`src/rtl/vga_pkg.sv`:
```
// Shared VGA timing constants and capture state encoding.
// Used by both the VGA controller and the frame capture block.
package vga_pkg;

    localparam int VGA_H_ACTIVE = 640;
    localparam int VGA_H_TOTAL  = 800;
    localparam int VGA_V_ACTIVE = 480;
    localparam int VGA_V_TOTAL  = 525;

    localparam int FB_DEPTH  = VGA_H_ACTIVE * VGA_V_ACTIVE;
    localparam int FB_ADDR_W = 19;

    typedef enum logic [1:0] {
        IDLE,
        WAIT_VS,
        CAPTURE
    } cap_state_t;

endpackage

```
`src/rtl/vga_sync_checker.sv`:
```
// Sampled sync edge detector with a period counter and length check.
// One instance per axis; the vertical one counts horizontal edges.
module vga_sync_checker #(
    parameter int TOTAL      = 800,
    parameter int CW         = 10,
    parameter bit ACTIVE_LOW = 1'b1
) (
    input  logic clk,
    input  logic rst,
    input  logic pix_en,
    input  logic en,
    input  logic sync,
    input  logic inc,
    output logic edge_det,
    output logic mismatch
);

    logic          sync_q;
    logic          seen;
    logic [CW-1:0] cnt;
    logic          act;
    logic          act_q;
    logic [CW:0]   len;

    assign act      = sync ^ ACTIVE_LOW;
    assign act_q    = sync_q ^ ACTIVE_LOW;
    assign edge_det = pix_en & act & ~act_q;

    // an event landing on the edge strobe belongs to the period it closes
    assign len      = {1'b0, cnt} + {{CW{1'b0}}, inc};
    assign mismatch = edge_det & en & seen & (len != (CW + 1)'(TOTAL));

    always_ff @(posedge clk or posedge rst) begin
        if (rst) begin
            sync_q <= !ACTIVE_LOW;
            seen   <= 1'b0;
            cnt    <= '0;
        end else if (pix_en) begin
            sync_q <= sync;
            if (!en) begin
                seen <= 1'b0;
                cnt  <= '0;
            end else if (edge_det) begin
                seen <= 1'b1;
                cnt  <= '0;
            end else if (inc && cnt != '1) begin
                cnt <= cnt + CW'(1);
            end
        end
    end

endmodule

```
`src/rtl/vga_frame_capture.sv`:
```
// VGA pixel-stream receiver: checks line/frame timing and writes
// active pixels into a byte-wide framebuffer port.
module vga_frame_capture
    import vga_pkg::*;
#(
    parameter int H_ACTIVE        = VGA_H_ACTIVE,
    parameter int H_TOTAL         = VGA_H_TOTAL,
    parameter int V_ACTIVE        = VGA_V_ACTIVE,
    parameter int V_TOTAL         = VGA_V_TOTAL,
    parameter bit SYNC_ACTIVE_LOW = 1'b1
) (
    input  logic                 clk,
    input  logic                 rst,
    input  logic                 pix_en,
    input  logic                 h_sync,
    input  logic                 v_sync,
    input  logic                 blank_n,
    input  logic [7:0]           rgb,
    output logic                 wr_en,
    output logic [FB_ADDR_W-1:0] wr_addr,
    output logic [7:0]           wr_data,
    output logic                 frame_done,
    output logic                 locked,
    output logic                 h_err,
    output logic                 v_err,
    output logic [15:0]          frame_count
);

    localparam int HW = $clog2(H_TOTAL + 1);
    localparam int VW = $clog2(V_TOTAL + 1);
    localparam logic [FB_ADDR_W-1:0] DEPTH_A = FB_ADDR_W'(H_ACTIVE * V_ACTIVE);

    cap_state_t           state;
    logic [FB_ADDR_W-1:0] pix_cnt;
    logic                 pix_ovf;
    logic                 frame_bad;
    logic                 chk_en;
    logic                 h_edge;
    logic                 h_mis;
    logic                 v_edge;
    logic                 v_mis;
    logic                 frame_ok;
    logic                 cnt_bad;

    assign chk_en = (state != IDLE);

    vga_sync_checker #(
        .TOTAL      (H_TOTAL),
        .CW         (HW),
        .ACTIVE_LOW (SYNC_ACTIVE_LOW)
    ) u_hchk (
        .clk      (clk),
        .rst      (rst),
        .pix_en   (pix_en),
        .en       (chk_en),
        .sync     (h_sync),
        .inc      (1'b1),
        .edge_det (h_edge),
        .mismatch (h_mis)
    );

    vga_sync_checker #(
        .TOTAL      (V_TOTAL),
        .CW         (VW),
        .ACTIVE_LOW (SYNC_ACTIVE_LOW)
    ) u_vchk (
        .clk      (clk),
        .rst      (rst),
        .pix_en   (pix_en),
        .en       (chk_en),
        .sync     (v_sync),
        .inc      (h_edge),
        .edge_det (v_edge),
        .mismatch (v_mis)
    );

    // the checks made on the closing strobe still belong to this frame
    assign cnt_bad  = v_mis | pix_ovf | (pix_cnt != DEPTH_A);
    assign frame_ok = ~cnt_bad & ~frame_bad & ~h_mis;

    always_ff @(posedge clk or posedge rst) begin
        if (rst) begin
            state       <= IDLE;
            pix_cnt     <= '0;
            pix_ovf     <= 1'b0;
            frame_bad   <= 1'b0;
            wr_en       <= 1'b0;
            wr_addr     <= '0;
            wr_data     <= '0;
            frame_done  <= 1'b0;
            locked      <= 1'b0;
            h_err       <= 1'b0;
            v_err       <= 1'b0;
            frame_count <= '0;
        end else begin
            wr_en      <= 1'b0;
            frame_done <= 1'b0;
            if (h_mis) h_err <= 1'b1;
            if (v_mis) v_err <= 1'b1;
            unique case (state)
                IDLE: state <= WAIT_VS;
                WAIT_VS: begin
                    if (v_edge) begin
                        state     <= CAPTURE;
                        pix_cnt   <= '0;
                        pix_ovf   <= 1'b0;
                        frame_bad <= 1'b0;
                    end
                end
                CAPTURE: begin
                    if (v_edge) begin
                        if (frame_ok) begin
                            frame_done  <= 1'b1;
                            locked      <= 1'b1;
                            frame_count <= frame_count + 16'd1;
                        end else begin
                            locked <= 1'b0;
                            if (cnt_bad) v_err <= 1'b1;
                        end
                        pix_cnt   <= '0;
                        pix_ovf   <= 1'b0;
                        frame_bad <= 1'b0;
                    end else begin
                        if (h_mis) frame_bad <= 1'b1;
                        if (pix_en && blank_n) begin
                            if (pix_cnt < DEPTH_A) begin
                                wr_en   <= 1'b1;
                                wr_addr <= pix_cnt;
                                wr_data <= rgb;
                                pix_cnt <= pix_cnt + FB_ADDR_W'(1);
                            end else begin
                                pix_ovf <= 1'b1;
                            end
                        end
                    end
                end
                default: state <= IDLE;
            endcase
        end
    end

endmodule

```
`config.mk`:
```
export PLATFORM = sky130hd
export DESIGN_NAME = vga_frame_capture
export DESIGN_NICKNAME = d
export VERILOG_FILES = /design/src/rtl/vga_pkg.sv /design/src/rtl/vga_sync_checker.sv /design/src/rtl/vga_frame_capture.sv
export SDC_FILE = /design/constraint.sdc
export NUM_CORES = 1
export LEC_CHECK = 0
export ABC_AREA = 1
export ABC_CLOCK_PERIOD_IN_PS = 6300
export BUFFER_PORTS_ARGS = -buffer_cell sky130_fd_sc_hd__buf_4
export CORE_ASPECT_RATIO = 1.25
export CORE_UTILIZATION = 49
export CTS_CLUSTER_DIAMETER = 150
export DETAILED_ROUTE_END_ITERATION = 10
export PLACE_DENSITY = 0.68
export SETUP_SLACK_MARGIN = 0.05
export SLEW_MARGIN = 20
export SYNTH_ARGS = -nofsm -noshare
export SYNTH_HDL_FRONTEND = slang
export SYNTH_HIERARCHICAL = 1
export SYNTH_SLANG_ARGS = --single-unit
```
`constraint.sdc`:
```
create_clock -name clk -period 6.3 [get_ports clk]
set_input_delay 0.315 -clock clk [delete_from_list [all_inputs] [get_ports clk]]
set_output_delay 0.315 -clock clk [all_outputs]
set_load 0.01 [all_outputs]
```
==> qor.csv <==
metric,value,unit
fmax,0.363,GHz
cts_tree,yes,
cts_buffer_depth,2,
avgSynthCellArea,7.49,um^2
setup_violations,0,
grt.total_usage,22.2,%
insertedDiodeCount,0,
worstSetupStartpoint,u_hchk/sync_q,
fin_worst_skew,0.00740,ns
start_kind,register,
antenna_found_initial,0,
remaining_drc_errors,0,
synth_cell_types,46,
drtPass1Iterations,7,
fin_ws,3.54,ns
required,6.53,ns
cts_buffers,9,
r2r-start,u_hchk/sync_q,
cts_sinks,95,
grt_start_max_net_pins,72,
tightest_slew,0.907,ns
synth-seq-cells,95,
dpl.hpwl,9510,um
synthToLayoutAreaGrowth,14.1,%
post_cts_resized,0,
drt-initial-drc-count,260,
routed_wl,12700,um
p_per_area,284,nW/um^2
clock_latency,0.34,ns
root_buffer,clkbuf_16,
leakage,3.30,nW
min_period,2.76,ns
yosysSeqAreaShare,41.1,%
grt_pass1_vias,4862,
yosys_warnings,6,
synth.top_cell.area_share,41.1,%
viasPerCell,5.20,
rows,44,
final_net_count,859,
ant_nets,0,
gp_congestion,0.894,
crit_type,reg2reg,
vias,5083,
initial_utilization,50.0,%
dp_worst_setup_slack,3.23,ns
max_cap_viol_count,0,
finalMaxSlewViolations,0,
die_y,123,um
yosys-top-cells-area,"dfrtp_1 (41%), nand2_1 (16%), nor2_1 (6.2%), inv_1 (5.4%), nand3_1 (4.8%)",
hp-class,in2async,
cts.clk_slew.worst_paths,0.06,ns
syn_inst,772,
hold_violations,0,
num-fill-cells,1105,
fin_crit_sh,43.7,%
netlist_area,5780,um^2
rsz0062_at_grt,false,
layout-drive-gt1-share,18.3,%
tns,0,ns
port_buffers,61,
cp_max_fo,9,
slew_headroom,39.5,%
yosysTopAreaCell,dfrtp_1,
status,finished clean,
async_reset_ff_share,100,%
post-cts-setup-buffer-count,0,
design.core.area,11600,um^2
cts_hold_buf,0,
io_pins,62,
die_w,99.2,um
peakVddDrop,0.135,mV
crit_path_end_kind,register,
postLayoutCoreUtil,57.1,%
wl_per_cell,13.0,um
synth-edff-count,0,
critPathArrivalTime,2.98,ns
die_area,12200,um^2
htreeDepth,3,
grt_first_pass_wirelength,21700,um
synthFlopType,dfrtp_1,
grt_overflow_total,0,
[final timing paths]
check                                      end  cells after the start  slack, ns
worst max-delay path            frame_count[2]                     20       3.54
worst min-delay path             u_hchk/sync_q                      2       0.01
worst max register to register  frame_count[2]                     20       3.54
worst min register to register           v_err                      1       0.46
max in group asynchronous           wr_data[5]                      3       5.44
min in group clk                    wr_data[0]                      3       0.17
[cell usage in the layout, fill, tap and decap left out, types with 9 or more instances in the layout]
cell | synthesis | layout
o21ai_2 | 18 | 18
nand3_1 | 56 | 56
nand4_1 | 29 | 29
buf_4 | 2 | 62
inv_1 | 83 | 82
nand2_2 | 16 | 16
dfrtp_1 | 95 | 95
nand2_1 | 245 | 245
clkbuf_16 | 0 | 9
nor2_1 | 95 | 95
ha_1 | 10 | 10
o21ai_0 | 15 | 15
[layout make-up]
| class | instances | area, um^2 | share of cell area (%) |
|---|---|---|---|
| inverters | 92 | 353 | 5.35 |
| clock buffers | 10 | 229 | 3.47 |
| clock inverters | 6 | 61.3 | 0.929 |
| well taps | 138 | 173 | 2.62 |
| flip-flops and latches | 95 | 2380 | 36.0 |
| multi-input cells | 575 | 2940 | 44.6 |
| repair buffers | 62 | 465 | 7.05 |
[where the power goes]
| part | internal, mW | switching (mW) |
|---|---|---|
| registers | 0.713 | 0.0907 |
| logic | 0.199 | 0.335 |
| clock network | 0.306 | 0.229 |
[logic make-up (layout without fill, tap and decap cells)]
logic type | after synthesis | after routing | share of synthesized area [%]
compound gates | 58 | 58 | 6.71
xor+xnor | 14 | 14 | 2.12
fa+ha+maj | 10 | 10 | 2.16
buf+inv | 104 | 170 | 8.20
flops | 95 | 95 | 41.1
other cells | 1 | 3 | 0.0648
simple gates | 490 | 490 | 39.6
[per-stage QoR]
| step | hold WS [ns] | total power [mW] | area, um^2 | instances |
|---|---|---|---|---|
| 6_report | 0.0104 | 1.87 | 6600 | 978 |
| 4_1_cts | 0.0198 | 1.89 | 6600 | 978 |
| 3_5_place_dp | 0.386 | 1.35 | 6310 | 962 |
| 5_1_grt | 0.0635 | 1.99 | 6600 | 978 |
| 3_3_place_gp | 0.375 | 1.34 | 6310 | 962 |
| 2_1_floorplan | 0.180 | 1.19 | 5790 | 774 |
[sequential cells by signal, summed over array words and instances (netlist names), 2 cells and up]
register and flops:
pix_cnt 19, u_hchk/cnt 10, wr_data 8, state 2, wr_addr 19, frame_count 16
u_vchk/cnt 10
[synthesized netlist by cell type (2+ instances only)]
cell and instances:
nor2_1 95, inv_1 83, o21ai_2 18, clkbuf_1 2, nand3_1 56, clkinv_1 2
nor2_2 8, o21ai_0 15, nand3b_1 3, a21oi_1 8, o22ai_1 2, dfrtp_1 95
inv_2 4, nand4_1 29, clkinv_2 2, nor3b_1 3, nand2_1 245, o21ai_1 6
nand2_2 16, nor2_8 2, nand3_2 4, xnor2_1 6, ha_1 10, a21oi_2 2
buf_4 2, buf_6 7, nor2_4 8, nand3_4 3, nand2_4 5, xor2_1 8
nor3_1 8
[routing by layer]
layer,vias to the layer above,wire (um),share of wire (%),track usage [%]
met5,-,0,0,0
met4,0,235,1.8,9.38
met3,21,411,3.2,3.79
met2,101,6580,52,40.4
met1,2379,5490,43,25.9
li1,2582,-,-,-
[critical path, cell delays in order, from the launching register on]
cell and delay [ns]:
dfrtp_1 0.34, nand2_1 0.10, inv_1 0.18, ha_1 0.22
ha_1 0.20, nand2_1 0.06, nor2_1 0.16, nand2_1 0.08
nand2_1 0.06, nand2_1 0.05, nor2_1 0.07, nand3_1 0.07
nor2_1 0.09, nor2_1 0.09, inv_1 0.08, nand2_1 0.05
nor3_1 0.18, nand3_2 0.17, nor2_8 0.17, nand2_1 0.09
xnor2_1 0.13
Note: power is estimated with default switching activity, not from simulation.
